<file path="src/rtl/cpu_pkg.sv">
// Shared definitions for the accumulator CPU.
// Holds the fetch FSM state encoding, opcode constants and the
// default datapath widths used by the fetch controller and friends.
package cpu_pkg;

   localparam int ADDR_W_DEF = 5;
   localparam int DATA_W_DEF = 8;
   localparam int OPC_W_DEF  = 3;

   // fetch FSM state encoding
   localparam logic [1:0] ST_IDLE  = 2'd0;
   localparam logic [1:0] ST_FETCH = 2'd1;
   localparam logic [1:0] ST_VALID = 2'd2;
   localparam logic [1:0] ST_HALT  = 2'd3;

   // opcode field values (instr[7:5])
   localparam logic [OPC_W_DEF-1:0] OPC_NOP  = 3'b000;
   localparam logic [OPC_W_DEF-1:0] OPC_LDA  = 3'b001;
   localparam logic [OPC_W_DEF-1:0] OPC_ADD  = 3'b010;
   localparam logic [OPC_W_DEF-1:0] OPC_SUB  = 3'b011;
   localparam logic [OPC_W_DEF-1:0] OPC_STA  = 3'b100;
   localparam logic [OPC_W_DEF-1:0] OPC_JMP  = 3'b101;
   localparam logic [OPC_W_DEF-1:0] OPC_JZ   = 3'b110;
   localparam logic [OPC_W_DEF-1:0] OPC_HALT = 3'b111;

endpackage

</file>
<file path="src/rtl/pc_counter.sv">
// Program counter register.
// Priority: rst > load > inc > hold. Increment wraps modulo 2^ADDR_W.
// Ports:
//   clk_i, rst_i   clock, synchronous active-high reset
//   load, load_addr  load pc with load_addr
//   inc            pc <= pc + 1
//   pc             current program counter
module pc_counter
   import cpu_pkg::*;
#(
   parameter int              ADDR_W     = ADDR_W_DEF,
   parameter logic [ADDR_W-1:0] RESET_ADDR = '0
) (
   input  logic              clk_i,
   input  logic              rst_i,
   input  logic              load,
   input  logic [ADDR_W-1:0] load_addr,
   input  logic              inc,
   output logic [ADDR_W-1:0] pc
);

   always_ff @(posedge clk_i) begin
      if (rst_i)
         pc <= RESET_ADDR;
      else if (load)
         pc <= load_addr;
      else if (inc)
         pc <= pc + 1'b1;
   end

endmodule

</file>
<file path="src/rtl/rom_fetch_ctrl.sv">
// Instruction-fetch controller for the accumulator CPU.
// Owns the PC, addresses the combinational program ROM, captures each
// byte into the IR and hands it to execute over valid/ready at up to
// one instruction per cycle. Supports jump (reload + flush), halt on
// the HALT opcode and start/resume.
// Ports:
//   clk_i, rst_i        clock, synchronous active-high reset
//   start_i             leave IDLE/HALT and fetch from current PC
//   rom_addr_o          ROM address (= PC, combinational)
//   rom_data_i          ROM data for rom_addr_o
//   instr_o             instruction register
//   instr_addr_o        address instr_o was fetched from
//   instr_valid_o       instr_o awaiting acceptance
//   instr_ready_i       execute accepts instr_o this cycle
//   jump_i, jump_addr_i redirect fetch to jump_addr_i
//   halted_o            high while halted
module rom_fetch_ctrl
   import cpu_pkg::*;
#(
   parameter int                ADDR_W      = ADDR_W_DEF,
   parameter int                DATA_W      = DATA_W_DEF,
   parameter int                OPC_W       = OPC_W_DEF,
   parameter logic [OPC_W-1:0]  HALT_OPCODE = OPC_HALT,
   parameter logic [ADDR_W-1:0] RESET_ADDR  = '0
) (
   input  logic              clk_i,
   input  logic              rst_i,
   input  logic              start_i,
   output logic [ADDR_W-1:0] rom_addr_o,
   input  logic [DATA_W-1:0] rom_data_i,
   output logic [DATA_W-1:0] instr_o,
   output logic [ADDR_W-1:0] instr_addr_o,
   output logic              instr_valid_o,
   input  logic              instr_ready_i,
   input  logic              jump_i,
   input  logic [ADDR_W-1:0] jump_addr_i,
   output logic              halted_o
);

   logic [1:0]        state, state_nxt;
   logic [DATA_W-1:0] ir;
   logic [ADDR_W-1:0] ir_addr;
   logic [ADDR_W-1:0] pc;
   logic              pc_load, pc_inc, capture;
   logic              is_halt;

   assign is_halt = (ir[DATA_W-1 -: OPC_W] == HALT_OPCODE);

   // next-state and datapath control
   always_comb begin
      state_nxt = state;
      pc_load   = 1'b0;
      pc_inc    = 1'b0;
      capture   = 1'b0;
      case (state)
         ST_IDLE, ST_HALT: begin
            if (start_i) state_nxt = ST_FETCH;
         end
         ST_FETCH: begin
            if (jump_i) begin
               pc_load = 1'b1;
            end else begin
               capture   = 1'b1;
               pc_inc    = 1'b1;
               state_nxt = ST_VALID;
            end
         end
         ST_VALID: begin
            if (jump_i) begin
               // flush: the presented IR is dropped (transferred if ready)
               pc_load   = 1'b1;
               state_nxt = ST_FETCH;
            end else if (instr_ready_i && is_halt) begin
               // pc already points past the HALT, so resume continues there
               state_nxt = ST_HALT;
            end else if (instr_ready_i) begin
               // refill from the ROM in the same cycle as the transfer
               capture = 1'b1;
               pc_inc  = 1'b1;
            end
         end
         default: state_nxt = ST_IDLE;
      endcase
   end

   always_ff @(posedge clk_i) begin
      if (rst_i) begin
         state   <= ST_IDLE;
         ir      <= '0;
         ir_addr <= '0;
      end else begin
         state <= state_nxt;
         if (capture) begin
            ir      <= rom_data_i;
            ir_addr <= pc;
         end
      end
   end

   pc_counter #(
      .ADDR_W     (ADDR_W),
      .RESET_ADDR (RESET_ADDR)
   ) u_pc (
      .clk_i     (clk_i),
      .rst_i     (rst_i),
      .load      (pc_load),
      .load_addr (jump_addr_i),
      .inc       (pc_inc),
      .pc        (pc)
   );

   assign rom_addr_o    = pc;
   assign instr_o       = ir;
   assign instr_addr_o  = ir_addr;
   assign instr_valid_o = (state == ST_VALID);
   assign halted_o      = (state == ST_HALT);

endmodule

</file>
<file path="config.mk">
export PLATFORM = sky130hd
export DESIGN_NAME = rom_fetch_ctrl
export DESIGN_NICKNAME = d
export VERILOG_FILES = /design/src/rtl/cpu_pkg.sv /design/src/rtl/pc_counter.sv /design/src/rtl/rom_fetch_ctrl.sv
export SDC_FILE = /design/constraint.sdc
export NUM_CORES = 1
export LEC_CHECK = 0
export ABC_CLOCK_PERIOD_IN_PS = 6200
export CORE_ASPECT_RATIO = 1.1
export CORE_MARGIN = 1
export CORE_UTILIZATION = 40
export DETAILED_ROUTE_END_ITERATION = 16
export PLACE_DENSITY = 0.8
export SYNTH_ARGS = -nofsm -noshare
export SYNTH_HDL_FRONTEND = slang
export SYNTH_SLANG_ARGS = --single-unit
export TNS_END_PERCENT = 1
</file>
<file path="constraint.sdc">
create_clock -name clk_i -period 6.2 [get_ports clk_i]
set_clock_uncertainty 0.2 [all_clocks]
set_input_delay 1.55 -clock clk_i [delete_from_list [all_inputs] [get_ports clk_i]]
set_output_delay 1.55 -clock clk_i [all_outputs]
set_load 0.005 [all_outputs]
</file>
# Yosys cells after proc, flatten, opt, wreduce, memory -nomap -nowiden
# Cells that the tools add are included.
# Widths: inputs -> output; s select.
[totals] ff_bits=20 latchBits=0 mem_bits_rw=0 romBits=0 inputBits=18 out_inout_bits=20 elab_cells=32 n_memories=0
[classes] add_sub_neg=1 multipliers=0 n_div=0 magnitude_cmp=0 n_eq_ne=7 n_shift=0 n_mux=14 bitwise_logic=0 n_reduce_logical=6
[ops] op="$mux 5" n=2
[ops] op="$mux 2" n=4
[ops] op="$mux 1" n=6
[ops] op="$pmux 2 s3" n=1
[ops] op="$add 5x1->5 const B" n=1
[ops] op="$eq 2x2->1 const B" n=2
[ops] op="$ne 2x2->1 const B" n=2
[ops] op="$reduce_or 2->1" n=2
[ops] op="$eq 3x3->1 const B" n=1
[ops] op="$ne 3x1->1 const B" n=1
[ops] op="$reduce_and 3->1" n=1
[ops] op="$eq 2x1->1 const B" n=1
[ops] op="$logic_not 2->1" n=1
[ops] op="$pmux 1 s2" n=1
[ops] op="$reduce_bool 2->1" n=1
[ops] op="$logic_and 1x1->1" n=1

# Longest topological paths before layout
[depth] word_depth=7 depth_mapped=8

# Modules after synthesis
# A second synthesis with hierarchy kept.
[hier_totals] cells_unflattened=95 area_unflattened_um2=949.7
[modules_own_cells] mod="rom_fetch_ctrl" n_inst=1 cells_each=67 area_per_inst_um2=693.2 seq_area_each_um2=300.3
[modules_own_cells] mod="pc_counter" n_inst=1 cells_each=28 area_per_inst_um2=256.5 seq_area_each_um2=100.1

# Least setup slack after synthesis
# Ideal clock, no wire load.
[synth_timing] kind="input to register" startpoint="input instr_ready_i" endpoint="register ir[0], in the netlist instr_o[0]" arrival_ps=2496 required_ps=5872 path_slack_ps=3376 stages=5 path_buffers=1 path_cell_list="a21oi_1 > nor4_4 > buf_6 > mux2i_1 > nor2_1"
[synth_between] elab_chain_len=4 word_cells_on_any_way=5 classes_between="4 x mux; 1 x reduce/logical"
[synth_rtl] item="start: declaration" line_no="rom_fetch_ctrl.sv:34" rtl="input logic instr_ready_i,"
[synth_rtl] item="$mux 1 or $logic_and 1x1->1 (tied branches)" line_no="rom_fetch_ctrl.sv:76, rom_fetch_ctrl.sv:73"
[synth_rtl] item="$mux 1 *" line_no="rom_fetch_ctrl.sv:73" rtl="end else if (instr_ready_i && is_halt) begin"
[synth_rtl] item="$mux 1 *" line_no="rom_fetch_ctrl.sv:69" rtl="if (jump_i) begin"
[synth_rtl] item="$pmux 1 s2 *" line_no="rom_fetch_ctrl.sv:55" rtl="case (state)"
[synth_rtl] item="end signal: assignment" line_no="rom_fetch_ctrl.sv:94" rtl="ir <= rom_data_i;"
[synth_rtl] item="end: declaration" line_no="rom_fetch_ctrl.sv:41" rtl="logic [DATA_W-1:0] ir;"
# Every way passes the cells marked *; elsewhere a longest branch is shown, timed or not.
# A chain may end at the register's enable or synchronous reset.

# Worst setup path in the final report
[layout_timing] startpoint="input jump_i" endpoint="register u_pc.pc[1]"
[layout_between] elab_chain_len=3 word_cells_on_any_way=7 classes_between="6 x mux; 1 x reduce/logical"
[layout_rtl] item="start: declaration" line_no="rom_fetch_ctrl.sv:35" rtl="input logic jump_i,"
[layout_rtl] item="$mux 1 (on tied branches)" line_no="rom_fetch_ctrl.sv:69, rom_fetch_ctrl.sv:60"
[layout_rtl] item="$pmux 1 s2 or $mux 1 (tied branches)"
[layout_rtl] item="$reduce_bool 2->1 (no line) or $mux 5 (tied branches)"
[layout_rtl] item="end signal: assignment" line_no="pc_counter.sv:26" rtl="pc <= load_addr;"
[layout_rtl] item="end signal: assignment" line_no="pc_counter.sv:28" rtl="pc <= pc + 1'b1;"
[layout_rtl] item="end: declaration" line_no="pc_counter.sv:19" rtl="output logic [ADDR_W-1:0] pc"
# Parallel ways exist; a longest one is shown, timed or not.

==> reports/results.txt <==
Sequential-to-total area share from yosys stat: 0.411
Share of power burned in registers: 0.447
Via density: 5.15
Via count: 860
Clk Latency, worst-skew pair: 0.30 ns
Final hold vios: 0
Clock-pin slew of the registers on the worst-case setup and hold paths: 0.11 ns
Pwr/cell area: 232 nW/um^2
Ports: 38
Hold path start: instr_addr_o[1]
Worst-path maximum fanout: 14
N_diodes: 0
Largest net degree at the start of global routing: 22
Static leakage: 0.480 nW
DR iter-0 viols: 18
Post-route ant nets: 0
Least-Margin Pin Slew: 1.10 ns
WL met3: 88 um
FF-to-FF Start: state[0]
Layout cells sized above 1: 0.0657
RSZ-0062 raised after global routing: false
Critical Path AT: 3.63 ns
Metal2 WL: 1070 um
Worst Setup SP: jump_i
Initial antenna violation count: 0
Status: finished clean
Mean Syn Cell Area: 9.54 um^2
Unique masters post-synth: 28
Row count: 18
Max-cap violations: 0
Vias in the first global route: 772
Net Count, Synth: 124
Clk pwr share: 0.328
R2R depth: 5
Sw Share: 0.252
Area grow syn2layout: 43.4%
Yosys reg bits: 20
GP Congestion: 0.863
Height of the die: 53.7 um
Final Setup Violations: 0
Htree depth: 1
PortBufs: 37
Max Clock Freq: 276 MHz
Hpwl dp: 1560 um
Root Driver: clkbuf_4
Post-CTS setup buffer count: 0
Clock period minus worst slack: 3.62 ns
Final TNS setup: 0 ns
Core Region: 2270 um^2
Layout net count: 160
CTS Hold Bufs: 0
Slew Viols, Final: 0
Die X: 49.0 um
Post-Syn Area: 973 um^2
Synthesized instance count: 102
Slew headroom: 0.261
Drt wl/cell: 12.7 um
Reg2Reg Setup Slack: 3.61 ns
CTS max path bufs: 2
Hold Path Class: reg2reg
Combinational Power Share: 0.225
WL final: 2120 um
PostCTS Resize Cnt: 0
Starting Density: 0.428
Crit path to: u_pc.pc[1]
Worst vdd ir: 0.000228 V
Ys Warns: 0
DRT met1 WL: 941 um
CP Data Required Time: 6.21 ns
P_sw: 0.0817 mW
Final period utilization: 0.584
DRC violations left: 0
TritonCTS Buffers: 3
Final cell utilization of the core: 0.614
Nature of the critical path endpoint: flop
First-pass GRT wire length: 3490 um
Worst Path Class, Setup: in2reg
Die area: 2640 um^2
CP Launch Type: primary input
Internal power: 0.242 mW
CTS Sinks: 20
RR Endpoint: u_pc.pc[1]
GRT overflow: 0
CTS tree: yes
Total GRT Usage: 0.173
Drt pass-1 iters: 4
Top Layer Used: met4
through the flow:
stage          cells  cell area [um^2]  hold slack [ns]  worst slack, ns  power [mW]
2_1_floorplan    102               973            0.285             3.38       0.189
3_3_place_gp     163              1340            0.276             2.32       0.219
3_5_place_dp     163              1340            0.284             2.29       0.220
4_1_cts          167              1400            0.314             2.59       0.326
5_1_grt          167              1400            0.330             2.43       0.340
6_report         167              1400            0.304             2.58       0.324
power by group through the flow:
stage | combinational (mW) | clock, mW | sequential [mW]
final | 0.0727 | 0.106 | 0.145
after detailed placement | 0.0727 | 0 | 0.148
after global placement | 0.0710 | 0 | 0.148
after CTS | 0.0733 | 0.108 | 0.145
after floorplan | 0.0423 | 0 | 0.147
after global routing | 0.0802 | 0.114 | 0.146
final cells by class:
type                       count  area (um^2)
tap                           30         37.5
clock inverter                 1         30.0
inverter                       6         22.5
clock buffer                   3         22.5
multi-input combinational     70          513
sequential                    20          400
fill                         211          878
timing repair buffer          37          370
Yosys cell counts:
master,n,area share
and4_1,1,0.0090
nand2b_1,2,0.013
a22oi_1,4,0.031
o221a_2,1,0.012
mux2_2,2,0.023
o32ai_1,1,0.0090
buf_2,2,0.010
a31oi_1,1,0.0064
nand2_1,1,0.0039
and4b_1,1,0.010
buf_6,1,0.012
o311ai_0,1,0.0090
dlygate4sd1_1,1,0.0090
dfxtp_1,20,0.41
nor2_1,17,0.066
mux2i_1,15,0.15
nand4_1,1,0.0064
inv_1,6,0.023
a211o_1,1,0.0090
a21oi_1,5,0.026
clkbuf_1,2,0.0077
nor4_4,1,0.022
nor2b_1,3,0.019
nand3_1,2,0.010
o21ba_2,1,0.010
ha_1,4,0.051
nor4_1,1,0.0064
nor3_1,4,0.021
placed cells by master (no fill, tap or decap), drive strengths merged:
cell type / count
a21oi: 5
o32ai: 1
nor3: 4
clkbuf: 3
mux2: 2
dfxtp: 20
mux2i: 15
and4: 1
clkdlybuf4s50: 37
nand3: 2
and4b: 1
ha: 4
nor2: 17
nor4: 2
nor2b: 3
o311ai: 1
nand2b: 2
nand4: 1
a31oi: 1
a22oi: 4
a211o: 1
inv: 6
o21ba: 1
bufinv: 1
o221a: 1
nand2: 1
metal layers:
layer / vias to the layer above / GRT usage
met5: - / 0
met4: 0 / 0.0294
met3: 2 / 0.0452
met2: 19 / 0.331
met1: 405 / 0.198
li1: 434 / -
critical path: stages:
cell and delay, ns:
clkdlybuf4s50_1 0.65, nor4_4 1.04, inv_1 0.09, o221a_2 0.29
kinds of logic (layout without fill, tap and decap cells):
| group | count (synthesis) | after routing | synth area share |
|---|---|---|---|
| compound gates | 15 | 15 | 0.112 |
| fa+ha+maj | 4 | 4 | 0.0514 |
| buf+inv | 12 | 47 | 0.0617 |
| flops | 20 | 20 | 0.411 |
| mux | 17 | 17 | 0.177 |
| simple gates | 34 | 34 | 0.186 |
registers in the layout, summed over array words and instances, names as in the netlist:
register,cells
instr_addr_o,5
u_pc.pc,5
instr_o,8
state,2
worst min path at each step:
stage	to	slack, ns	depth (start not counted)
6_report	instr_addr_o[1]	0.30	2
5_1_grt	instr_addr_o[4]	0.33	2
4_1_cts	instr_addr_o[1]	0.31	2
3_5_place_dp	instr_o[0]	0.28	2
3_3_place_gp	instr_addr_o[0]	0.28	2
2_1_floorplan	instr_addr_o[0]	0.28	2
Power figures use the tool's default switching activity.
